## config.mk

```make
export PLATFORM = sky130hd
export DESIGN_NAME = uart_rx_fifo
export DESIGN_NICKNAME = d
export VERILOG_FILES = /design/src/rtl/uart_rx_fifo.sv
export SDC_FILE = /design/constraint.sdc
export NUM_CORES = 1
export LEC_CHECK = 0
export BUFFER_PORTS_ARGS = -buffer_cell sky130_fd_sc_hd__buf_4
export CORE_MARGIN = 2
export CORE_UTILIZATION = 37
export CTS_CLUSTER_SIZE = 30
export DETAILED_ROUTE_END_ITERATION = 16
export PLACE_DENSITY = 0.57
export SETUP_SLACK_MARGIN = 0.1
export SLEW_MARGIN = 0
export SYNTH_ARGS = -nofsm -noshare
export SYNTH_HDL_FRONTEND = slang
export SYNTH_SLANG_ARGS = --single-unit
```

## constraint.sdc

```tcl
create_clock -name clk -period 6.8 [get_ports clk]
set_input_delay 1.36 -clock clk [delete_from_list [all_inputs] [get_ports clk]]
set_output_delay 1.36 -clock clk [all_outputs]
set_load 0.1 [all_outputs]
```

## src/rtl/uart_rx_fifo.sv

```systemverilog
// Receive-side byte FIFO behind the UART RX stage.
// Drops framing-error bytes and reports overflow and error counts.
module uart_rx_fifo #(
  parameter int DATA_W = 8,
  parameter int DEPTH  = 16,
  parameter int ADDR_W = 4
) (
  input  logic              clk,
  input  logic              rst_n,
  input  logic [DATA_W-1:0] rx_data,
  input  logic              rx_valid,
  input  logic              rx_frame_err,
  input  logic              rd_en,
  output logic [DATA_W-1:0] rd_data,
  output logic              rd_valid,
  output logic [ADDR_W:0]   count,
  output logic              empty,
  output logic              full,
  output logic              overflow,
  output logic [7:0]        frame_err_cnt,
  input  logic              clr_flags
);

  logic [DATA_W-1:0] mem [DEPTH];
  logic [ADDR_W-1:0] wr_ptr;
  logic [ADDR_W-1:0] rd_ptr;
  logic              good;
  logic              pop;
  logic              push;
  logic              ovf_evt;
  logic              ferr_evt;

  assign empty    = (count == '0);
  assign full     = (count == DEPTH[ADDR_W:0]);
  assign good     = rx_valid && !rx_frame_err;
  assign pop      = rd_en && !empty;
  // A pop in the same cycle frees the slot a full FIFO needs.
  assign push     = good && (!full || pop);
  assign ovf_evt  = good && full && !pop;
  assign ferr_evt = rx_valid && rx_frame_err;

  always_ff @(posedge clk) begin
    if (push) mem[wr_ptr] <= rx_data;
  end

  always_ff @(posedge clk or negedge rst_n) begin
    if (!rst_n) begin
      wr_ptr   <= '0;
      rd_ptr   <= '0;
      count    <= '0;
      rd_data  <= '0;
      rd_valid <= 1'b0;
    end else begin
      rd_valid <= pop;
      if (push) wr_ptr <= wr_ptr + 1'b1;
      if (pop) begin
        rd_data <= mem[rd_ptr];
        rd_ptr  <= rd_ptr + 1'b1;
      end
      if (push && !pop)      count <= count + 1'b1;
      else if (pop && !push) count <= count - 1'b1;
    end
  end

  // A new event in the clearing cycle takes priority over the clear.
  always_ff @(posedge clk or negedge rst_n) begin
    if (!rst_n) begin
      overflow      <= 1'b0;
      frame_err_cnt <= '0;
    end else begin
      if (ovf_evt)        overflow <= 1'b1;
      else if (clr_flags) overflow <= 1'b0;
      if (ferr_evt) begin
        if (clr_flags)                  frame_err_cnt <= 8'd1;
        else if (frame_err_cnt != 8'hFF) frame_err_cnt <= frame_err_cnt + 1'b1;
      end else if (clr_flags) begin
        frame_err_cnt <= '0;
      end
    end
  end

endmodule

```

==> impl_metrics.tcl, run 1 <==
set metrics [dict create \
    leakage_nw 2.61 \
    critical_path.top_delay_family "compound AO/OA/AOI/OAI gates" \
    netlist_instances 355 \
    nets 422 \
    overflow 0 \
    cts_made_buffers 17 \
    fmax_mhz 302 \
    cp_data_required_time_ns 7.13 \
    skew_ns 0.00637 \
    clkLatencyLatePin_ns 0.41 \
    grt_pass1_vias 3315 \
    antenna_left 0 \
    layout-drive-gt1-share 0.249 \
    synthArstFlopShare 0.195 \
    dieArea_mm2 0.0185 \
    synth_top_area_share 0.597 \
    power_density_mw_per_mm2 427 \
    final_hold_viol_count 0 \
    ys_seq_area_frac 0.717 \
    max_cap_viol_count 0 \
    wl_per_cell_um 19.8 \
    ir_worst_vdd_uv 298 \
    multi_input_area_mm2 0.00169 \
    place.gp.congestion 0.752 \
    vias_per_cell 5.11 \
    setup.worst_path.end_class "register" \
    slew_headroom 0.218 \
    clockBufferDepth 2 \
    hpwl_um 8040 \
    finalWirelength_um 12600 \
    first_pass_iters 4 \
    fin_crit_ns 3.31 \
    core_mm2 0.0172 \
    port_buffers 38 \
    num_vias 3242 \
    synth_area_leader_cell "edfxtp_1" \
    drt-initial-drc-count 180 \
    fillers 1561 \
    synth.area.top_cells "edfxtp_1 (60%), dfrtp_1 (12%), mux4_2 (12%)" \
    htreeDepth 4 \
    yosysMostFrequentCell "edfxtp_1" \
    worst-path-buf-inv 2 \
    netlist_area_mm2 0.00644 \
    cts_root_buffer "clkbuf_16" \
    cts_sinks 159 \
    grt_max_degree 35 \
    status "complete, no violations" \
    cts_hold_buf 0 \
    initial_core_util 0.375 \
    cp_max_fo 9 \
    syn_avg_cell_area_um2 18.1 \
    synth_edf_count 128 \
    grt_setup_unrepaired "false" \
    ys_types 42 \
    drc 0 \
    track_usage 0.148 \
    cts.clk_slew.worst_paths_ns 0.06 \
    regArea_mm2 0.00462 \
    ys.warnings.count 0 \
    worstSetupStartpointType "input port" \
    reg2reg_slack_ns 3.70 \
    die_h_um 136 \
    ys_ff_latch 159 \
    antenna_found_initial 0 \
    setup_tns_ns 0 \
    synth_nets 380 \
    ys.flop_type "edfxtp_1" \
    utilization 0.432 \
    slowest_delay_ns 0.46 \
    insertedDiodeCount 0 \
    fin_crit_sh 0.486 \
    die_x_um 136 \
    critPathKind "input port to register" \
    cp_slowest_cell "a31oi_2" \
    cp_cell_sequence "buf_4 > nand2b_1 > a31oi_2 > ha_1 > inv_1 > fa_1 > a21o_1 > a21oi_1 > mux2i_1 > xnor2_1" \
    cts_resized 0 \
    crit_arrival_ns 3.64 \
    io_pins 39 \
    worstMarginPinSlew_ns 1.16 \
    maxSlewViolCount 0 \
    cts_tree "yes" \
    cts_setup_buffers 0 \
    setup_violations 0 \
    ys_top_cells_by_count "edfxtp_1 (128), mux4_2 (33), dfrtp_1 (31), nor2_1 (23), nand2_1 (18)" \
    rows 48 \
    hold_class "register to register" \
    syn_to_final_growth_pct 15.3 \
    grt_pass1_wl_um 19400 \
]
-- metrics by stage --
stage | setup slack, ns | power [mW] | hold WS (ns) | std cells | cell area [um2]
floorplan | 2.73 | 2.13 | 0.570 | 355 | 6440
global placement | 3.15 | 2.38 | 0.464 | 603 | 6920
detailed placement | 3.08 | 2.39 | 0.468 | 603 | 6920
CTS | 3.51 | 3.21 | 0.481 | 635 | 7430
global route | 3.33 | 3.33 | 0.489 | 635 | 7430
finish | 3.49 | 3.17 | 0.476 | 635 | 7430
-- state kept, by name, indices dropped and copies added (netlist names) --
name,flops
mem,128
frame_err_cnt,8
rd_data,8
count,5
rd_ptr,4
wr_ptr,4
overflow,1
rd_valid,1
-- cell usage in the layout (no fill, tap or decap), types with 3 or more instances in the layout --
master / instances
inv_1: 7
clkinv_2: 4
nor2_1: 23
edfxtp_1: 128
clkbuf_16: 17
nand2_1: 18
nand2b_1: 4
clkinv_1: 4
ha_1: 10
xor2_1: 5
o22ai_1: 7
mux2i_1: 9
mux4_2: 33
xnor2_1: 10
nand4_1: 3
a211oi_1: 7
o21ai_0: 5
nor3_1: 5
clkbuf_1: 3
buf_4: 40
dfrtp_1: 31
a21o_1: 9
-- cell families after synthesis --
logic type | share of synthesized area
AOI/OAI and AO/OA | 0.0416
buffers and inverters | 0.0212
and+or+nand+nor | 0.0462
xor gates and xnor gates | 0.0204
DFF | 0.717
muxes | 0.131
adders and majority gates | 0.0225
-- final timing paths --
path,end,start,cells past startpoint
max in group asynchronous,wr_ptr[0],rst_n,1
min in group asynchronous,count[0],rst_n,1
max,count[4],rx_frame_err,10
max reg2reg,count[4],count[1],10
min,rd_data[2],rd_data[2],1
min reg2reg,rd_data[2],rd_data[2],1
-- report_power, final --
part           switching [mW]  internal, mW  leakage [nW]
registers               0.111          1.16          1.54
logic                   0.696         0.388         0.821
clock network           0.355         0.461         0.244
-- final cells by class --
type / count / share of cell area
Clock inverter: 12 / 0.00960
Multi-Input combinational cell: 171 / 0.227
Tap cell: 225 / 0.0379
Clock buffer: 20 / 0.0588
Timing Repair Buffer: 40 / 0.0404
Sequential cell: 159 / 0.622
Inverter: 8 / 0.00421
-- metal layers --
layer / wire, um / vias up / share of wire / track usage
met5: 0 / - / 0 / 0
met4: 302 / 0 / 0.024 / 0.0631
met3: 646 / 17 / 0.051 / 0.0384
met2: 5870 / 71 / 0.47 / 0.228
met1: 5770 / 1673 / 0.46 / 0.198
li1: - / 1481 / - / -
Power figures use the tool's default switching activity.
==> run 2: changes to the inputs <==
==> constraint.sdc (replaced) <==
create_clock -name clk -period 3.4 [get_ports clk]
set_input_delay 0.68 -clock clk [delete_from_list [all_inputs] [get_ports clk]]
set_output_delay 0.68 -clock clk [all_outputs]
set_load 0.1 [all_outputs]
==> impl_metrics.tcl, run 2 (synthesis results as in run 1) <==
set metrics [dict create \
    cp_max_fo 6 \
    drc 0 \
    drt-initial-drc-count 230 \
    worstSetupStartpointType "register" \
    first_pass_iters 6 \
    hold_class "input port to async pin" \
    finalWirelength_um 12500 \
    nets 441 \
    status "complete, no violations" \
    reg2regPathDepth 10 \
    cts_made_buffers 17 \
    cp_cell_sequence "or4_1 > o21a_1 > clkinv_2 > ha_1 > inv_1 > fa_1 > a21o_1 > a21oi_1 > mux2i_1 > xnor2_1" \
    max_cap_viol_count 0 \
    largest_reg_flops 128 \
    power_density_mw_per_mm2 854 \
    ir_worst_vdd_uv 713 \
    cts_root_buffer "clkbuf_16" \
    cts_resized 0 \
    critPathKind "register to register" \
    mostFrequentLayoutCells "edfxtp_1 (128), buf_4 (59), mux4_2 (33), dfrtp_1 (28), nor2_1 (22)" \
    crit_arrival_ns 3.23 \
    worstMarginPinSlew_ns 0.884 \
    overflow 0 \
    final_common_cell "edfxtp_1" \
    reg2reg_slack_ns 0.49 \
    grt_setup_unrepaired "false" \
    hpwl_um 8050 \
    cts_tree "yes" \
    place.gp.congestion 0.745 \
    cp_slowest_cell "or4_1" \
    leakage_nw 2.73 \
    fmax_mhz 344 \
    cts_setup_buffers 0 \
    syn_to_final_growth_pct 18.3 \
    fillers 1550 \
    insertedDiodeCount 0 \
    r2r-start "count[1]" \
    use_met3 0.0418 \
    vias_per_cell 5.07 \
    cp_data_required_time_ns 3.73 \
    setup_tns_ns 0 \
    dieArea_mm2 0.0185 \
    fin_crit_ns 2.91 \
    cts.clk_slew.worst_paths_ns 0.06 \
    htreeDepth 4 \
    r2r_end "count[4]" \
    layout-drive-gt1-share 0.291 \
    use_met2 0.235 \
    largestRegisters "mem (128), frame_err_cnt (8), rd_data (8)" \
    maxSlewViolCount 0 \
    wl_per_cell_um 19.1 \
    clockBufferDepth 2 \
    setup_violations 0 \
    utilization 0.444 \
    final_hold_viol_count 0 \
    antenna_left 0 \
    grt_max_degree 35 \
    fin_crit_sh 0.855 \
    antenna_found_initial 0 \
    port_buffers 38 \
    rows 48 \
    num_vias 3314 \
    die_x_um 136 \
    core_mm2 0.0172 \
    slew_headroom 0.411 \
    busiest_layer "met2" \
    cts_hold_buf 0 \
    track_usage 0.148 \
    setup.worst_path.end_class "register" \
    slowest_delay_ns 0.58 \
    die_h_um 136 \
    grt_util_met1 0.200 \
    cts_sinks 159 \
    grt_pass1_wl_um 19900 \
    clkLatencyLatePin_ns 0.42 \
    grt_pass1_vias 3386 \
    largest-register "mem" \
    io_pins 39 \
    initial_core_util 0.375 \
    skew_ns 0.00516 \
]
run 2: changes by cell type in the layout (fill, tap and decap cells not counted), sizes merged:
| cell | change |
|---|---|
| clkinv | -1 |
| bufinv | +2 |
| clkinvlp | -1 |
| buf | +19 |
run 2: critical path, delay by kind of cell (launching register included):
family | cells | cell delay [ns]
xor gates and xnor gates | 1 | 0.15
DFF | 1 | 0.44
and+or+nand+nor | 1 | 0.58
adders and majority gates | 2 | 0.58
buffers and inverters | 2 | 0.17
AOI/OAI and AO/OA | 3 | 0.64
muxes | 1 | 0.24
run 2: power breakdown:
group          internal (mW)  switching [mW]
logic                  0.800            1.35
clock network           1.07           0.724
registers               2.32           0.245
total                   4.19            2.32
run 2: worst max-delay path by stage:
stage / startpoint / end / slack [ns] / cells past startpoint
2_1_floorplan: count[2] / count[4] / 0.15 / 11
3_3_place_gp: count[1] / count[4] / 0.58 / 10
3_5_place_dp: count[1] / count[4] / 0.52 / 10
4_1_cts: count[1] / count[4] / 0.49 / 10
5_1_grt: count[1] / count[4] / 0.24 / 10
6_report: count[1] / count[4] / 0.49 / 10
run 2: through the flow:
stage	power (mW)	hold WS [ns]	std cells	setup WS, ns	instance area [um2]
floorplan	4.27	0.384	355	0.145	6450
global placement	4.76	0.466	622	0.582	7070
finish	6.51	0.202	654	0.494	7620
CTS	6.60	0.199	654	0.490	7620
detailed placement	4.79	0.474	622	0.515	7070
global route	6.84	0.212	654	0.243	7620
run 2: metal layers:
| layer | wire length, um | part of all wire |
|---|---|---|
| met1 | 5800 | 0.46 |
| met4 | 113 | 0.0091 |
| met5 | 0 | 0 |
| met2 | 6070 | 0.49 |
| met3 | 506 | 0.041 |
run 2: cell type report:
type                            instances  area [um2]  share of cell area
Timing Repair Buffer                   59         443              0.0581
Multi-Input combinational cell        171        1690               0.222
Tap cell                              225         282              0.0369
Clock buffer                           20         437              0.0573
Inverter                                8        31.3             0.00410
Sequential cell                       159        4620               0.606
Clock inverter                         12         119              0.0156
==> run 3: changes to the inputs <==
==> constraint.sdc (replaced) <==
create_clock -name clk -period 3.4 [get_ports clk]
set_input_delay 0.68 -clock clk [delete_from_list [all_inputs] [get_ports clk]]
set_output_delay 0.68 -clock clk [all_outputs]
set_load 0.01 [all_outputs]
==> impl_metrics.tcl, run 3 (synthesis results as in run 1) <==
set metrics [dict create \
    core_mm2 0.0172 \
    topRoutingLayerUsed "met4" \
    cts.clk_slew.worst_paths_ns 0.06 \
    syn_to_final_growth_pct 18.4 \
    cp_max_fo 6 \
    wl_per_cell_um 19.6 \
    first_pass_iters 4 \
    power.total_mw 5.92 \
    cts_hold_buf 0 \
    cp_slowest_cell "or4_1" \
    clkLatencyLatePin_ns 0.43 \
    vias_per_cell 5.07 \
    maxSlewViolCount 0 \
    slowest_delay_ns 0.57 \
    dpl-instance-area_mm2 0.00707 \
    largest-register "mem" \
    cts_sinks 159 \
    grt_pass1_vias 3491 \
    place.gp.congestion 0.719 \
    insertedDiodeCount 0 \
    hpwl_um 8250 \
    ir_worst_vdd_uv 405 \
    num_vias 3310 \
    fin_crit_ns 2.84 \
    setup_tns_ns 0 \
    die_h_um 136 \
    drc 0 \
    worstMarginPinSlew_ns 0.979 \
    initial_core_util 0.375 \
    drt-met1-wl_um 5730 \
    die_x_um 136 \
    preCtsSetupSlack_ns 0.563 \
    layout-drive-gt1-share 0.292 \
    final_common_cell "edfxtp_1" \
    port_buffers 38 \
    drt-initial-drc-count 218 \
    mostFrequentLayoutCells "edfxtp_1 (128), buf_4 (57), mux4_2 (33), dfrtp_1 (31), nor2_1 (23)" \
    setup.worst_path.end_class "register" \
    worstSetupStartpointType "register" \
    utilization 0.444 \
    fmax_mhz 352 \
    htreeDepth 4 \
    cts_resized 0 \
    wl_met3_um 636 \
    hold_class "input port to async pin" \
    io_pins 39 \
    final_area_mm2 0.00763 \
    slew_headroom 0.347 \
    dr_wl_met2_um 6190 \
    grt_pass1_wl_um 20000 \
    overflow 0 \
    final.setup.worst_slack_ns 0.562 \
    largestRegisters "mem (128), frame_err_cnt (8), rd_data (8)" \
    max_cap_viol_count 0 \
    worst-path-buf-inv 2 \
    crit_arrival_ns 3.19 \
    status "complete, no violations" \
    cts_setup_buffers 0 \
    fillers 1517 \
    cts_root_buffer "clkbuf_16" \
    power_density_mw_per_mm2 776 \
    clockBufferDepth 2 \
    critical_path.top_delay_family "compound AO/OA/AOI/OAI gates" \
    cts_tree "yes" \
    antenna_left 0 \
    finalWirelength_um 12800 \
    fin_crit_sh 0.835 \
    cp_cell_sequence "or4_1 > o21a_1 > clkinv_2 > ha_1 > inv_1 > fa_1 > a21o_1 > a21oi_1 > mux2i_1 > xnor2_1" \
    nets 440 \
    skew_ns 0.00464 \
    track_usage 0.151 \
    grt_max_degree 35 \
    cts_made_buffers 17 \
    leakage_nw 2.72 \
    final_hold_viol_count 0 \
    largest_reg_flops 128 \
    antenna_found_initial 0 \
    dieArea_mm2 0.0185 \
    setup_violations 0 \
    cp_data_required_time_ns 3.75 \
    critPathKind "register to register" \
    grt_setup_unrepaired "false" \
    rows 48 \
]
## run 3: changes by cell type in the layout (fill, tap and decap cells not counted), moves of 2 or more
| cell | before | now |
|---|---|---|
| inv_6 | 1 | 5 |
| dfrtp_2 | 3 | 0 |
| buf_4 | 59 | 57 |
| clkinv_2 | 3 | 1 |
| clkbuf_1 | 3 | 1 |
| dfrtp_1 | 28 | 31 |
| clkinvlp_4 | 1 | 4 |
| clkinv_1 | 4 | 1 |
## run 3: path summary, 6_finish.rpt
kind / to / depth (start not counted) / start / slack, ns
max: count[4] / 10 / count[1] / 0.56
min: count[0] / 1 / rst_n / 0.19
max reg2reg: count[4] / 10 / count[1] / 0.56
min reg2reg: rd_data[7] / 1 / rd_data[7] / 0.48
max in group asynchronous: frame_err_cnt[3] / 1 / rst_n / 2.91
min in group clk: overflow / 2 / rd_en / 0.47
## run 3: cell type report
cell class / count / area [um2] / share of cell area
Clock buffer: 18 / 429 / 0.0562
Clock inverter: 14 / 134 / 0.0175
Inverter: 8 / 31.3 / 0.00410
Multi-Input combinational cell: 171 / 1690 / 0.221
Sequential cell: 159 / 4620 / 0.605
Tap cell: 225 / 282 / 0.0369
Timing Repair Buffer: 58 / 448 / 0.0587
## run 3: metal layers
metal  vias up  global-route usage
li1       1513                   -
met1      1701               0.194
met2        76               0.246
met3        20              0.0388
met4         0              0.0608
met5         -                   0
## run 3: per-stage QoR
step	std cells	hold WS, ns
after floorplan	355	0.384
after global placement	621	0.461
after detailed placement	621	0.467
after CTS	653	0.188
after global routing	653	0.210
final	653	0.188
## run 3: worst reg2reg max path: stages, from the launching register on
cell and delay, ns:
dfrtp_1 0.45, or4_1 0.58, o21a_1 0.27, clkinv_2 0.08
ha_1 0.15, inv_1 0.11, fa_1 0.41, a21o_1 0.19
a21oi_1 0.17, mux2i_1 0.23, xnor2_1 0.13
## run 3: power breakdown
part / internal [mW] / switching [mW]
clock: 1.02 / 0.785
combinational: 0.804 / 0.737
sequential: 2.32 / 0.263
total: 4.14 / 1.79
